--- config.mk ---
export PLATFORM = sky130hd
export DESIGN_NAME = onehot_max_decoder
export DESIGN_NICKNAME = d
export VERILOG_FILES = /design/src/rtl/onehot_max_decoder.sv
export SDC_FILE = /design/constraint.sdc
export NUM_CORES = 1
export LEC_CHECK = 0
export BUFFER_PORTS_ARGS = -buffer_cell sky130_fd_sc_hd__buf_2
export CAP_MARGIN = 10
export CORE_UTILIZATION = 57
export CTS_BUF_LIST = sky130_fd_sc_hd__clkbuf_8 sky130_fd_sc_hd__clkbuf_16
export CTS_CLUSTER_SIZE = 8
export DETAILED_ROUTE_END_ITERATION = 10
export MAX_ROUTING_LAYER = met4
export PLACE_DENSITY = 0.91
export SYNTH_ARGS = -nofsm -noshare
export SYNTH_HDL_FRONTEND = slang
export SYNTH_SLANG_ARGS = --single-unit
--- constraint.sdc ---
create_clock -name clk -period 5.1 [get_ports clk]
set_clock_uncertainty 0.05 [all_clocks]
set_input_delay 0.51 -clock clk [delete_from_list [all_inputs] [get_ports clk]]
set_output_delay 0.51 -clock clk [all_outputs]
set_load 0.05 [all_outputs]
--- src/rtl/onehot_max_decoder.sv ---
// onehot_max_decoder
//   Receiving end of the one-hot max-select encoding. The code says which
//   operand won: 3'b100 means a, 3'b010 means b and 3'b001 means c. The
//   block decodes the code back to a value and an index and cross-checks it
//   against the operands. It also keeps saturating per-winner and error
//   counters for the status path.
//
// Ports
//   clk, rst          rising-edge clock, synchronous active-high reset
//   in_valid/in_ready input handshake for {a, b, c, code}
//   a, b, c           operands the code refers to (W bits, unsigned)
//   code              one-hot winner code (bit2 = a, bit1 = b, bit0 = c)
//   out_valid/out_ready output handshake for the decoded result
//   out_val, out_idx  decoded winner value and index (3 = invalid code)
//   bad_code          code was not one-hot
//   mismatch          code is one-hot but does not name the true maximum
//   clear             synchronous clear of all counters
//   win_cnt_a/b/c     accepted clean tokens per winner (saturating)
//   err_cnt           accepted tokens with bad_code or mismatch (saturating)
module onehot_max_decoder #(
    parameter int W     = 3,
    parameter int CNT_W = 8
) (
    input  logic             clk,
    input  logic             rst,
    input  logic             in_valid,
    output logic             in_ready,
    input  logic [W-1:0]     a,
    input  logic [W-1:0]     b,
    input  logic [W-1:0]     c,
    input  logic [2:0]       code,
    output logic             out_valid,
    input  logic             out_ready,
    output logic [W-1:0]     out_val,
    output logic [1:0]       out_idx,
    output logic             bad_code,
    output logic             mismatch,
    input  logic             clear,
    output logic [CNT_W-1:0] win_cnt_a,
    output logic [CNT_W-1:0] win_cnt_b,
    output logic [CNT_W-1:0] win_cnt_c,
    output logic [CNT_W-1:0] err_cnt
);

    typedef enum logic {
        S_EMPTY = 1'b0,
        S_FULL  = 1'b1
    } obuf_state_e;

    obuf_state_e      state_q, state_d;
    logic [W-1:0]     val_q, val_d;
    logic [1:0]       idx_q, idx_d;
    logic             bad_q, bad_d;
    logic             mis_q, mis_d;
    logic [CNT_W-1:0] win_a_q, win_a_d;
    logic [CNT_W-1:0] win_b_q, win_b_d;
    logic [CNT_W-1:0] win_c_q, win_c_d;
    logic [CNT_W-1:0] err_q, err_d;

    logic             accept;
    logic [2:0]       exp_code;
    logic [W-1:0]     dec_val;
    logic [1:0]       dec_idx;
    logic             dec_bad;
    logic             dec_mis;

    function automatic logic [CNT_W-1:0] sat_inc(input logic [CNT_W-1:0] v);
        return (v == '1) ? v : v + CNT_W'(1);
    endfunction

    // Single output register with no skid buffer: a new token may enter
    // whenever the register is empty or is being drained this same cycle.
    assign in_ready = (state_q == S_EMPTY) || out_ready;
    assign accept   = in_valid && in_ready;

    // Expected code: unsigned maximum, ties resolved a > b > c.
    always_comb begin
        exp_code = 3'b001;
        if (a >= b && a >= c) begin
            exp_code = 3'b100;
        end else if (b >= c) begin
            exp_code = 3'b010;
        end
    end

    // Decode the received code. A one-hot code always selects its operand,
    // even when it disagrees with the expected code.
    always_comb begin
        dec_val = '0;
        dec_idx = 2'd3;
        dec_bad = 1'b0;
        case (code)
            3'b100: begin
                dec_val = a;
                dec_idx = 2'd0;
            end
            3'b010: begin
                dec_val = b;
                dec_idx = 2'd1;
            end
            3'b001: begin
                dec_val = c;
                dec_idx = 2'd2;
            end
            default: begin
                dec_bad = 1'b1;
            end
        endcase
        dec_mis = !dec_bad && (code != exp_code);
    end

    // Output buffer state and held result.
    always_comb begin
        state_d = state_q;
        val_d   = val_q;
        idx_d   = idx_q;
        bad_d   = bad_q;
        mis_d   = mis_q;
        if (accept) begin
            state_d = S_FULL;
            val_d   = dec_val;
            idx_d   = dec_idx;
            bad_d   = dec_bad;
            mis_d   = dec_mis;
        end else if (state_q == S_FULL && out_ready) begin
            state_d = S_EMPTY;
        end
    end

    // Counters: clear has priority over the token accepted in the same
    // cycle, so that token is presented but never counted.
    always_comb begin
        win_a_d = win_a_q;
        win_b_d = win_b_q;
        win_c_d = win_c_q;
        err_d   = err_q;
        if (clear) begin
            win_a_d = '0;
            win_b_d = '0;
            win_c_d = '0;
            err_d   = '0;
        end else if (accept) begin
            if (dec_bad || dec_mis) begin
                err_d = sat_inc(err_q);
            end else begin
                case (dec_idx)
                    2'd0:    win_a_d = sat_inc(win_a_q);
                    2'd1:    win_b_d = sat_inc(win_b_q);
                    2'd2:    win_c_d = sat_inc(win_c_q);
                    default: ;
                endcase
            end
        end
    end

    always_ff @(posedge clk) begin
        if (rst) begin
            state_q <= S_EMPTY;
            val_q   <= '0;
            idx_q   <= '0;
            bad_q   <= 1'b0;
            mis_q   <= 1'b0;
            win_a_q <= '0;
            win_b_q <= '0;
            win_c_q <= '0;
            err_q   <= '0;
        end else begin
            state_q <= state_d;
            val_q   <= val_d;
            idx_q   <= idx_d;
            bad_q   <= bad_d;
            mis_q   <= mis_d;
            win_a_q <= win_a_d;
            win_b_q <= win_b_d;
            win_c_q <= win_c_d;
            err_q   <= err_d;
        end
    end

    assign out_valid = (state_q == S_FULL);
    assign out_val   = val_q;
    assign out_idx   = idx_q;
    assign bad_code  = bad_q;
    assign mismatch  = mis_q;
    assign win_cnt_a = win_a_q;
    assign win_cnt_b = win_b_q;
    assign win_cnt_c = win_c_q;
    assign err_cnt   = err_q;

endmodule

==> results.md <==
- Share of the synthesized area in the top cell type: 0.353
- Cts bufs inserted: 5
- Syn nets: 297
- Global-route wire length before repair: 8860 um
- Largest net degree at the start of global routing: 27
- Via density: 5.91
- Post-route clock period utilization: 0.514
- Dpl cell area: 2570 um^2
- Top Family by Delay on Critical Path: simple AND/OR/NAND/NOR gates
- Number of routed nets with antenna violations: 0
- Met3 Use GR: 0.0511
- Worst EP arrival: 2.79 ns
- Hold endpoint: out_valid$_SDFFE_PP0P_
- Fillcell total: 294
- Setup tns final: 0 ns
- FP Rows: 22
- Clk sinks: 40
- Vias: 2199
- Slew margin rel.: 0.444
- Status: finished, final reports clean
- Htree depth: 2
- DRC viols: 0
- Final slew viol count: 0
- Layout cells sized above 1: 0.225
- Post-synthesis sequential area ratio: 0.353
- GRT met2 Usage: 0.439
- Post-CTS Resized: 0
- Gr usage total: 0.276
- CP required: 5.27 ns
- Most Used Layer, Global Route: met2
- Synth area leader: dfxtp_1
- Die Y: 65.1 um
- Synth Instances: 267
- Core area: 3740 um^2
- Drt first pass iters: 6
- Root buffer cell: clkbuf_8
- Peak VDD IR: 0.211 mV
- FFs w/ async S/R, synth: 0
- Worst min-delay path class: input port to flip-flop
- TritonCTS clock tree: built
- Max-cap viol count: 0
- Cells along the critical path: buf_2, inv_1, ha_1, a21o_1, a31oi_2, a211oi_1, nor2_1, or4b_2, a21oi_1
- DP HPWL: 3860 um
- CP Capture Type: flip-flop
- Slew @ Worst Pin: 0.831 ns
- Leakage: 0.00118 uW
- Hold-critical path depth: 3
- Vias in the first global route: 1980
- Worst Reg2Reg Path Length in Cells: 6
- Critical Path Fanout Max: 8
- Synth area leaders: dfxtp_1 (35%), ha_1 (7.2%), nor2_1 (5.0%)
- Crit Reg-Reg Endpoint: err_cnt[3]$_SDFFE_PP0P_
- Setup-failing EPs final: 0
- Area Growth Syn to Fin: 17.5%
- Post-Route WL: 5300 um
- Worst skew pair latency: 0.30 ns
- Cts hold-fix bufs: 0
- Met1 Use GR: 0.343
- Clk slew on worst S/H paths: 0.07 ns
- Hold Crit Start: in_valid
- Initial DRC Count: 177
- Post-route cell area: 2660 um^2
- Post-synth cell types: 49
- GP Congestion: 0.909
- Drt wl/cell: 14.2 um
- Worst path bufs/invs: 2
- Die Area: 4230 um^2
- # diodes: 0
- Post-synthesis register bit count: 40
- Slowest CP cell: or4b_2
- Fin. Hold Viols: 0
- Syn_area_per_cell: 8.49 um^2
- CTS Buffer Depth: 2
- PD cells: 239 nW/um^2
- Nets@finish: 353
- Worst r2r src: out_valid$_SDFFE_PP0P_
- Setup repair after global routing missed its margin: false
- Post-route minimum period: 2.62 ns
- Initial antenna violation count: 0
- Main flop type after synthesis: dfxtp_1
- Port-buffer cells: 57
- Critical Path Max Stage Delay: 0.64 ns
- Post-synth EDFFs: 0
- Ports: 58
- GRT overflow: 0
- Synth Warn #: 0
- Startpoint types: input port
- Critical path class: input port to flip-flop
- Die width: 65.1 um
- Synthesized area: 2270 um^2
- Initial core utilization: 0.605
- R2r setup slk: 2.50 ns
- Worst hold margin: 0.417 ns
- Max Fclk: 0.381 GHz
- # Post-CTS Setup Buffers: 0
## Yosys cell counts (7+ instances only)
cell type,instances
mux2i_1,8
nor2_1,30
and3_1,7
a21oi_1,16
nand3_1,14
ha_1,13
or3_1,9
o21ai_0,9
inv_1,11
nand4_1,12
nand2_1,21
xor2_1,8
dfxtp_1,40
## sequential cells by signal, summed over array words and instances (netlist names)
name / cells
win_cnt_b: 8
out_idx: 2
win_cnt_a: 8
out_valid: 1
out_val: 3
win_cnt_c: 8
bad_code: 1
err_cnt: 8
mismatch: 1
## cell usage in the layout, fill, tap and decap left out, drive strengths merged, types with 4 or more instances in the layout
cell type	count
a31oi	4
o21ai	9
inv	13
o31ai	4
nand3	14
nor2b	4
a22oi	6
and3	7
or3	9
clkbuf	6
nand4	13
or4	6
ha	13
buf	57
nand2	21
a21oi	16
nor2	30
dfxtp	40
xor2	8
mux2i	8
## worst max path at each step
stage,start,to,slack [ns],cells after the start
after global routing,c[2],err_cnt[3]$_SDFFE_PP0P_,2.23,9
final,c[2],err_cnt[3]$_SDFFE_PP0P_,2.48,9
after detailed placement,c[2],err_cnt[3]$_SDFFE_PP0P_,2.26,9
after floorplan,out_ready,err_cnt[3]$_SDFFE_PP0P_,2.52,6
after global placement,c[2],err_cnt[3]$_SDFFE_PP0P_,2.30,9
after CTS,c[2],err_cnt[3]$_SDFFE_PP0P_,2.50,9
## worst reg2reg max path: stages (launching register included)
cell and delay (ns):
dfxtp_1 0.32, nand2b_1 0.13, and2_1 0.47, o21ai_0 0.32, nor2_1 0.41, or4b_2 0.64, a21oi_1 0.19
## through the flow
stage | util | std cells | setup WS [ns] | total power (uW)
4_1_cts | 0.711 | 372 | 2.50 | 639
3_5_place_dp | 0.687 | 364 | 2.26 | 428
3_3_place_gp | 0.687 | 364 | 2.30 | 425
2_1_floorplan | - | 267 | 2.52 | 403
6_report | 0.711 | 372 | 2.48 | 636
5_1_grt | 0.711 | 372 | 2.23 | 663
## cell families (layout without fill, tap and decap cells)
| logic type | after synthesis | after routing | share of synthesized area |
|---|---|---|---|
| buf+inv | 19 | 76 | 0.0353 |
| fa+ha+maj | 13 | 13 | 0.0718 |
| xor+xnor | 10 | 10 | 0.0387 |
| mux | 9 | 9 | 0.0403 |
| flops | 40 | 40 | 0.353 |
| simple gates | 117 | 117 | 0.279 |
| compound gates | 59 | 59 | 0.182 |
## cell type report
cell class / count / area (um^2) / share of cell area
multi-input cells: 208 / 1390 / 0.520
inverters: 11 / 41.3 / 0.0155
clock buffers: 6 / 82.6 / 0.0310
clock inverters: 2 / 7.51 / 0.00282
repair buffers: 57 / 285 / 0.107
flip-flops and latches: 40 / 801 / 0.301
well taps: 48 / 60.1 / 0.0226
## where the power goes
group / switching, uW / leakage [uW] / internal, uW
Combinational: 70.3 / 0.000804 / 33.3
Clock: 107 / 0.0000538 / 106
Sequential: 2.55 / 0.000323 / 316
Total: 180 / 0.00118 / 456
## per-layer routing
metal  share of wire  vias up
met4           0.019        0
met1            0.45     1010
li1                -     1103
met5               0        -
met3           0.054       13
met2            0.47       73
No activity file was read; power rests on OpenSTA's default activity.
